$ cat config.mk
export PLATFORM = sky130hd
export DESIGN_NAME = w_mat_rd_ctrl_flat
export DESIGN_NICKNAME = d
export VERILOG_FILES = /design/src/rtl/w_mat_rd_ctrl_if.sv /design/src/rtl/w_mat_rd_ctrl.sv /design/src/flat_wrapper.sv
export SDC_FILE = /design/constraint.sdc
export NUM_CORES = 1
export LEC_CHECK = 0
export ABC_AREA = 1
export CELL_PAD_IN_SITES_DETAIL_PLACEMENT = 0
export CELL_PAD_IN_SITES_GLOBAL_PLACEMENT = 1
export CORE_MARGIN = 2
export CORE_UTILIZATION = 38
export CTS_CLUSTER_SIZE = 20
export DETAILED_ROUTE_END_ITERATION = 10
export PLACE_DENSITY_LB_ADDON = 0.1
export SYNTH_ARGS = -nofsm -noshare
export SYNTH_HDL_FRONTEND = slang
export SYNTH_SLANG_ARGS = --single-unit
$ cat constraint.sdc
create_clock -name clk -period 7.9 [get_ports clk]
set_input_delay 0.79 -clock clk [delete_from_list [all_inputs] [get_ports clk]]
set_output_delay 0.79 -clock clk [all_outputs]
set_load 0.05 [all_outputs]
$ cat src/rtl/w_mat_rd_ctrl_if.sv
// Bundle of the controller's command, weight-memory and output-row signals.
// The slave side is the controller; the master side is whoever drives it.
interface w_mat_rd_ctrl_if #(
  parameter int IN_C    = 34,
  parameter int OUT_C   = 32,
  parameter int W_WIDTH = 8
);
  localparam int IDX_W = $clog2(IN_C);
  localparam int VEC_W = OUT_C * W_WIDTH;

  logic             start;
  logic [IDX_W-1:0] cfg_first;
  logic [IDX_W-1:0] cfg_last;
  logic             busy;
  logic             done;
  logic             cfg_err;
  logic             mem_rd_en;
  logic [IDX_W-1:0] mem_idx;
  logic [VEC_W-1:0] mem_rdata;
  logic             w_valid;
  logic             w_ready;
  logic [VEC_W-1:0] w_vec;
  logic [IDX_W-1:0] w_idx;
  logic             w_last;

  modport master (
    output start, cfg_first, cfg_last, mem_rdata, w_ready,
    input  busy, done, cfg_err, mem_rd_en, mem_idx, w_valid, w_vec, w_idx, w_last
  );

  modport slave (
    input  start, cfg_first, cfg_last, mem_rdata, w_ready,
    output busy, done, cfg_err, mem_rd_en, mem_idx, w_valid, w_vec, w_idx, w_last
  );
endinterface

$ cat src/rtl/w_mat_rd_ctrl.sv
// Streams weight-matrix rows cfg_first..cfg_last from a 1-cycle-latency memory
// into a 2-entry FWFT buffer, issuing reads only when buffer space is guaranteed.
module w_mat_rd_ctrl #(
  parameter int IN_C    = 34,
  parameter int OUT_C   = 32,
  parameter int W_WIDTH = 8
) (
  input logic            clk,
  input logic            rst,
  w_mat_rd_ctrl_if.slave bus
);
  localparam int IDX_W = $clog2(IN_C);
  localparam int VEC_W = OUT_C * W_WIDTH;

  typedef enum logic [1:0] {IDLE, RUN, DRAIN} state_t;

  state_t                      state, state_nxt;
  logic [IDX_W-1:0]            last_q, idx_q, idx_inc, issue_idx;
  logic                        pend, issue, push, pop, range_ok, head_last;
  logic [1:0]                  cnt, in_use;
  logic                        wr_ptr, rd_ptr;
  logic [1:0][VEC_W-1:0]       f_vec;
  logic [1:0][IDX_W-1:0]       f_idx;
  logic [1:0]                  f_last;

  assign range_ok  = (bus.cfg_first <= bus.cfg_last) && (int'(bus.cfg_last) < IN_C);
  assign idx_inc   = idx_q + 1'b1;
  assign push      = pend;
  assign pop       = bus.w_valid && bus.w_ready;
  assign head_last = f_last[rd_ptr];
  // Slots already claimed after this cycle's pop: buffered rows plus the read in flight.
  assign in_use    = cnt + {1'b0, pend} - {1'b0, pop};

  always_comb begin
    state_nxt = state;
    issue     = 1'b0;
    issue_idx = idx_q;
    unique case (state)
      IDLE: if (bus.start && range_ok) begin
        // First read goes out in the start cycle so the first row is valid two cycles later.
        issue     = 1'b1;
        issue_idx = bus.cfg_first;
        state_nxt = (bus.cfg_first == bus.cfg_last) ? DRAIN : RUN;
      end
      RUN: if (in_use < 2'd2) begin
        issue     = 1'b1;
        issue_idx = idx_inc;
        if (idx_inc == last_q) state_nxt = DRAIN;
      end
      DRAIN: if (pop && head_last) state_nxt = IDLE;
      default: state_nxt = IDLE;
    endcase
    if (rst) begin
      issue     = 1'b0;
      issue_idx = idx_q;
    end
  end

  always_ff @(posedge clk) begin
    if (rst) begin
      state       <= IDLE;
      last_q      <= '0;
      idx_q       <= '0;
      pend        <= 1'b0;
      bus.cfg_err <= 1'b0;
    end else begin
      state       <= state_nxt;
      pend        <= issue;
      bus.cfg_err <= (state == IDLE) && bus.start && !range_ok;
      if (issue) idx_q <= issue_idx;
      if (state == IDLE && bus.start && range_ok) last_q <= bus.cfg_last;
    end
  end

  // idx_q still names the read returning this cycle, so it tags the pushed row.
  always_ff @(posedge clk) begin
    if (rst) begin
      wr_ptr <= 1'b0;
      rd_ptr <= 1'b0;
      cnt    <= '0;
      f_idx  <= '0;
      f_last <= '0;
    end else begin
      if (push) begin
        f_idx[wr_ptr]  <= idx_q;
        f_last[wr_ptr] <= (idx_q == last_q);
        wr_ptr         <= ~wr_ptr;
      end
      if (pop) rd_ptr <= ~rd_ptr;
      cnt <= cnt + {1'b0, push} - {1'b0, pop};
    end
  end

  always_ff @(posedge clk) begin
    if (push) f_vec[wr_ptr] <= bus.mem_rdata;
  end

  assign bus.mem_rd_en = issue;
  assign bus.mem_idx   = issue_idx;
  assign bus.busy      = (state != IDLE);
  assign bus.w_valid   = (cnt != 2'd0) && !rst;
  assign bus.w_vec     = f_vec[rd_ptr];
  assign bus.w_idx     = f_idx[rd_ptr];
  assign bus.w_last    = head_last && bus.w_valid;
  assign bus.done      = (state == DRAIN) && pop && head_last;
endmodule

$ cat src/flat_wrapper.sv
// flat-port wrapper written by rule: the top's interface ports become plain ports
module w_mat_rd_ctrl_flat 
#(
  parameter int IN_C    = 34,
  parameter int OUT_C   = 32,
  parameter int W_WIDTH = 8
)
  (clk, rst, bus_start, bus_cfg_first, bus_cfg_last, bus_mem_rdata, bus_w_ready, bus_busy, bus_done, bus_cfg_err, bus_mem_rd_en, bus_mem_idx, bus_w_valid, bus_w_vec, bus_w_idx, bus_w_last);
  w_mat_rd_ctrl_if #(.IN_C(IN_C), .OUT_C(OUT_C), .W_WIDTH(W_WIDTH)) bus_i ();
  input logic clk;
  input logic rst;
  input wire logic [$bits(bus_i.start)-1:0] bus_start;
  input wire logic [$bits(bus_i.cfg_first)-1:0] bus_cfg_first;
  input wire logic [$bits(bus_i.cfg_last)-1:0] bus_cfg_last;
  input wire logic [$bits(bus_i.mem_rdata)-1:0] bus_mem_rdata;
  input wire logic [$bits(bus_i.w_ready)-1:0] bus_w_ready;
  output wire logic [$bits(bus_i.busy)-1:0] bus_busy;
  output wire logic [$bits(bus_i.done)-1:0] bus_done;
  output wire logic [$bits(bus_i.cfg_err)-1:0] bus_cfg_err;
  output wire logic [$bits(bus_i.mem_rd_en)-1:0] bus_mem_rd_en;
  output wire logic [$bits(bus_i.mem_idx)-1:0] bus_mem_idx;
  output wire logic [$bits(bus_i.w_valid)-1:0] bus_w_valid;
  output wire logic [$bits(bus_i.w_vec)-1:0] bus_w_vec;
  output wire logic [$bits(bus_i.w_idx)-1:0] bus_w_idx;
  output wire logic [$bits(bus_i.w_last)-1:0] bus_w_last;
  assign bus_i.start = bus_start;
  assign bus_i.cfg_first = bus_cfg_first;
  assign bus_i.cfg_last = bus_cfg_last;
  assign bus_i.mem_rdata = bus_mem_rdata;
  assign bus_i.w_ready = bus_w_ready;
  assign bus_busy = bus_i.busy;
  assign bus_done = bus_i.done;
  assign bus_cfg_err = bus_i.cfg_err;
  assign bus_mem_rd_en = bus_i.mem_rd_en;
  assign bus_mem_idx = bus_i.mem_idx;
  assign bus_w_valid = bus_i.w_valid;
  assign bus_w_vec = bus_i.w_vec;
  assign bus_w_idx = bus_i.w_idx;
  assign bus_w_last = bus_i.w_last;
  w_mat_rd_ctrl #(.IN_C(IN_C), .OUT_C(OUT_C), .W_WIDTH(W_WIDTH)) u_core (.clk(clk), .rst(rst), .bus(bus_i));
endmodule
# --- Word level (Yosys, flattened, before mapping) ---
# Cells that the tools add are included.
totals:
  elab_cells: 80
  output_inout_bits: 274
  reg_bits: 546
op_classes:
  n_mux: 29
  add_sub_neg: 3
  n_bitwise: 2
  n_lt_le_gt_ge: 6
  n_eq_ne: 9
  n_reduce_logical: 18
ops:
  columns: ["op", "n"]
  rows:
  - ["2-to-1 mux 256 bit", 3]
  - ["bitwise mux 512 bit", 1]
  - ["demux 256 bit (select 1 bit)", 1]
  - ["2-to-1 mux 6 bit", 6]
  - ["== test 6 bit", 3]
  - ["bitwise mux 12 bit", 1]
  - ["logical AND 1 bit", 12]
  - ["case mux 6 bit (2 select lines)", 1]
  - ["2-to-1 mux 2 bit", 5]
  - ["inequality test 2 x 1 -> 1 bit, second input constant", 4]
  - ["adder 6 x 1 -> 6 bit, second input constant", 1]
  - ["demux 6 bit (select 1 bit)", 1]
  - ["<= comparator 6 bit", 1]
  - ["< comparator 6 bit, second input constant", 1]
  - ["2-to-1 mux 1 bit", 6]
  - ["case mux 2 bit (3 select lines)", 1]
  - ["< comparator 1 x 2 -> 1 bit, second input constant", 2]
  - ["AND reduction 4 bit", 1]
  - ["nonzero test 2 bit", 2]
  - ["adder 2 x 1 -> 2 bit", 1]
  - ["bitwise mux 2 bit", 1]
  - ["== test 2 x 1 -> 1 bit, second input constant", 1]
  - ["== test 2 bit, second input constant", 1]
  - ["logical NOT 1 bit", 2]
  - ["7 further kinds", 8]

# --- Logic depth before layout (Yosys ltp) ---
logic_depth:
  word_depth: 8
  mapped_depth: 20
  ltp_nobuf: 19

# --- Worst setup path before layout ---
# No wires, ideal clock.
synth_timing:
  path_kind: "register to register"
  start: "register u_core.wr_ptr"
  end: "register u_core.f_last[1]"
  path_buffers: 0
  arrival_ps: 5966
  stages_incl_launch_ff: 5
  slack_ps: 1842
  t_required_ps: 7808
  path_cell_list: "dfxtp_1 nand2_1 inv_1 nand2_1 o21ai_0"
synth_via:
  elab_chain_cells: 5
  elab_cells_between_ends: 6
synth_rtl:
  columns: ["element", "line_no", "rtl"]
  rows:
  - ["from (decl)", "w_mat_rd_ctrl.sv:21", "logic wr_ptr, rd_ptr;"]
  - ["from (signal assigned)", "w_mat_rd_ctrl.sv:87", "wr_ptr <= ~wr_ptr;"]
  - ["< comparator 1 x 2 -> 1 bit (implied by the code) or greater-or-equal comparator 1 bit (tied branches)", "w_mat_rd_ctrl.sv:86", "f_last[wr_ptr] <= (idx_q == last_q);"]
  - ["logical AND 1 bit (implied by the code)", "w_mat_rd_ctrl.sv:86", null]
  - ["2-to-1 mux 1 bit (implied by the code)", "w_mat_rd_ctrl.sv:86", null]
  - ["demux 1 bit (select 1 bit) (*)", null, null]
  - ["bitwise mux 2 bit (*)", "w_mat_rd_ctrl.sv:86", null]
  - ["to (signal, indexed assignment)", "w_mat_rd_ctrl.sv:86", null]
  - ["to (decl)", "w_mat_rd_ctrl.sv:24", "logic [1:0] f_last;"]
# Mark *: on every way between the ends. The rest lies on a longest branch, timed or not.
# A chain may end at the register's enable or synchronous reset.

# --- Worst setup path in the final report ---
layout_timing:
  start: "input rst"
  end: "output bus_mem_idx[3]"
layout_via:
  elab_chain_cells: 8
layout_rtl:
  columns: ["element", "line_no", "rtl"]
  rows:
  - ["from (decl)", "flat_wrapper.sv:11", "input logic rst;"]
  - ["logical NOT 1 bit", "w_mat_rd_ctrl.sv:101", "assign bus.w_valid = (cnt != 2'd0) && !rst;"]
  - ["logical AND 1 bit", "w_mat_rd_ctrl.sv:101", null]
  - ["logical AND 1 bit", "w_mat_rd_ctrl.sv:29", "assign pop = bus.w_valid && bus.w_ready;"]
  - ["named net u_core.pop", "w_mat_rd_ctrl.sv:19", "logic pend, issue, push, pop, range_ok, head_last;"]
  - ["subtractor 2 x 1 -> 2 bit", "w_mat_rd_ctrl.sv:32", "assign in_use = cnt + {1'b0, pend} - {1'b0, pop};"]
  - ["< comparator 2 bit", "w_mat_rd_ctrl.sv:45", "RUN: if (in_use < 2'd2) begin"]
  - ["2-to-1 mux 6 bit", "w_mat_rd_ctrl.sv:45", null]
  - ["case mux 6 bit (2 select lines)", "w_mat_rd_ctrl.sv:38", "unique case (state)"]
  - ["2-to-1 mux 6 bit", "w_mat_rd_ctrl.sv:53", "if (rst) begin"]
  - ["to (decl)", "flat_wrapper.sv:21", "output wire logic [$bits(bus_i.mem_idx)-1:0] bus_mem_idx;"]
# The timed path passes the listed nets, and every way through them passes these cells.

==> flow_summary.toml <==
[sta]
max-slew-margin-rel_pct = 33.0
drv_slew = 0
hold_viol = 0
setup_viol_count_final = 0
setup_tns_ns = 0
min_period_ns = 5.20
finalCritPeriodShare_pct = 65.8
max_freq_mhz = 192
fin_skew_ns = 0.0186
tightestPinTransition_ns = 1.01
rsz0062_at_grt = "no"

[clock_tree]
cts_setup_buffers = 0
clk_latency_ns = 0.61
ctsResizeCount = 0
clk_pin_slew_worst_paths_ns = 0.06
clk_root_buffer_cell = "clkbuf_16"
cts_tree = "built"
cts_buffers = 58
cts_htree_levels = 2
postCtsHoldBufs = 0
cts_sinks = 546
cts_buffer_depth = 3

[logic_synthesis]
ys_top_cells_by_area = "edfxtp_1, nand2_1, dfxtp_1, inv_1, o21ai_0"
synth_edf_count = 512
syn-cell-area_um2 = 20600
synth_fp_nets = 1927
ys.flop_type = "edfxtp_1"
synth_cell_types = 36
async_reset_ff_share_pct = 0
synth_top_area_cell = "edfxtp_1"
seq_area_frac_synth_pct = 77.8
synth_warnings = 0
ys_ff_latch = 546
yosysTopAreaCellShare_pct = 74.5
avgSynthCellArea_um2 = 12.5
syn_inst = 1646

[floorplan]
design.die.area_um2 = 56200
ios = 546
rows = 85
dieWidth_um = 237
core_area_um2 = 53800
start_util_pct = 38.4
die_h_um = 237

[global_route]
track_usage_pct = 19.6
grt_pass1_wl_um = 82200
grt_max_degree = 145
first_global_vias = 13400
grt_overflow = 0
antenna_found_initial = 18

[critical_path]
criticalPathCategory = "primary input to primary output"
reg2reg_from = "u_core.wr_ptr"
cpMaxStageDelayCell = "clkdlybuf4s50_1"
crit_required_ns = 7.11
crit_path_max_fanout = 28
cpMostUsedCell = "inv_1"
crit_family = "buffers and inverters"
cp-startpoint = "rst"
crit_arrival_ns = 4.41
crit_chain = "clkdlybuf4s50_1 > inv_4 > o21ai_1 > nor2_2 > ha_1 > inv_1 > ha_1 > inv_1 > nand2_1 > nand3b_1 > nand2_1 > nand2_2 > o21ai_1 > inv_1 > nand2_1 > inv_1 > a22oi_1 > clkdlybuf4s50_1"
max_stage_delay_ns = 0.84
path_buf_inv = 7
endpoint_kind = "primary output"
worstSetupStartpointType = "primary input"

[run]
drv_cap = 0

[pwr]
p_leak_nw = 10.8
seq_power_share_pct = 38.0
vdd_ir_drop_max_mv = 0.222
pwr-share-comb_pct = 35.0
p_sw_share_pct = 37.4
p_sw_mw = 3.61
p_per_area_nw_per_um2 = 337
internal-power_mw = 6.05
clkPwrFrac_pct = 27.0

[final_layout]
finalCoreUtilization_pct = 53.2
drive_above_1_share_pct = 5.08
area_delta_synth_final_pct = 38.7
nets = 2475

[outcome]
status = "finished, final reports clean"

[route]
drtIter0Drc = 804
vias = 13500
drc_errors = 0
wl_per_cell_um = 19.1
first_pass_iters = 5
postRouteAntennaNets = 0
vias_per_cell = 4.59
totalWireLength_um = 56500

[placement]
dp_hpwl_um = 36800
place.gp.congestion = 0.791
io_buffers = 545

[hold_path]
hold_path_class = "flip-flop to flip-flop"
hp-start = "u_core.f_idx[9]"
metal layers:
layer  up-vias  track usage (%)  wire length [um]
met3       105             8.60              5650
met1      6355             22.1             21300
met2       411             32.5             27800
li1       6642                -                 -
met5         -                0                97
met4        14             7.87              1660
power groups by stage:
stage               logic (mW)  registers, mW  clock network, mW
finish                    3.38           3.67               2.61
global route              3.57           3.70               2.79
CTS                       3.42           3.67               2.68
detailed placement        3.40           3.73                  0
global placement          3.41           3.72                  0
floorplan                 2.16           3.73                  0
registers in the layout (all words and copies together) (netlist names), 2 cells and up:
signal,count
u_core.f_vec,512
u_core.f_idx,12
u_core.idx_q,6
u_core.last_q,6
u_core.cnt,2
u_core.f_last,2
u_core.state,2
Yosys cell counts (all sizes together), types with 4 or more instances:
cell type  count
o22ai          4
nor2          30
buf           29
xor2           6
nand3         20
a21oi         22
nand4          4
ha             9
o21ai         36
inv           57
edfxtp       512
nand2        837
clkbuf        37
dfxtp         34
cell families (layout without fill, tap and decap cells):
group / count (synthesis) / count (layout) / synth area share, %
AOI/OAI and AO/OA: 66 / 66 / 1.81
buffers and inverters: 124 / 720 / 2.54
adders and majority gates: 9 / 9 / 0.546
and+or+nand+nor: 895 / 895 / 17.1
xor gates and xnor gates: 6 / 6 / 0.255
DFF: 546 / 546 / 77.8
other: 0 / 12 / 0
per-stage QoR:
stage | instance area [um^2] | worst slack (ns) | std cells | total power [mW] | hold WS [ns]
after CTS | 28600 | 2.66 | 2938 | 9.78 | 0.452
after detailed placement | 26800 | 2.67 | 2830 | 7.14 | 0.444
after floorplan | 20600 | 1.84 | 1646 | 5.89 | 0.424
after global placement | 26800 | 2.72 | 2830 | 7.13 | 0.438
final | 28600 | 2.70 | 2950 | 9.66 | 0.449
after global routing | 28600 | 2.33 | 2945 | 10.1 | 0.469
final timing paths:
path	slack, ns	endpoint	cells after the start
worst max-delay path	2.70	bus_mem_idx[3]	18
worst min-delay path	0.45	u_core.f_idx[9]	2
worst max register to register	5.09	u_core.f_last[1]	5
worst min register to register	0.45	u_core.f_idx[9]	2
worst min-delay path: stages (launching register included):
cell and delay (ns):
dfxtp_1 0.29, inv_1 0.05, a21oi_1 0.05
layout make-up:
| type | instances | area [um^2] |
|---|---|---|
| Clock buffer | 81 | 1570 |
| Clock inverter | 27 | 240 |
| Tap cell | 696 | 871 |
| Sequential cell | 546 | 16100 |
| Fill cell | 4568 | 25200 |
| Timing Repair Buffer | 554 | 5550 |
| Inverter | 58 | 248 |
| Multi-Input combinational cell | 976 | 4070 |
| Antenna cell | 12 | 30.0 |
cells in the final DEF, fill, tap and decap left out, types with 12 or more instances in the layout:
cell	n
nand3_1	14
a21oi_1	22
o21ai_0	30
clkdlybuf4s50_1	545
clkinv_1	15
clkbuf_16	59
clkbuf_1	21
inv_1	50
edfxtp_1	512
dfxtp_1	33
diode_2	12
nor2_1	22
nand2_1	831
Power figures use the tool's default switching activity.
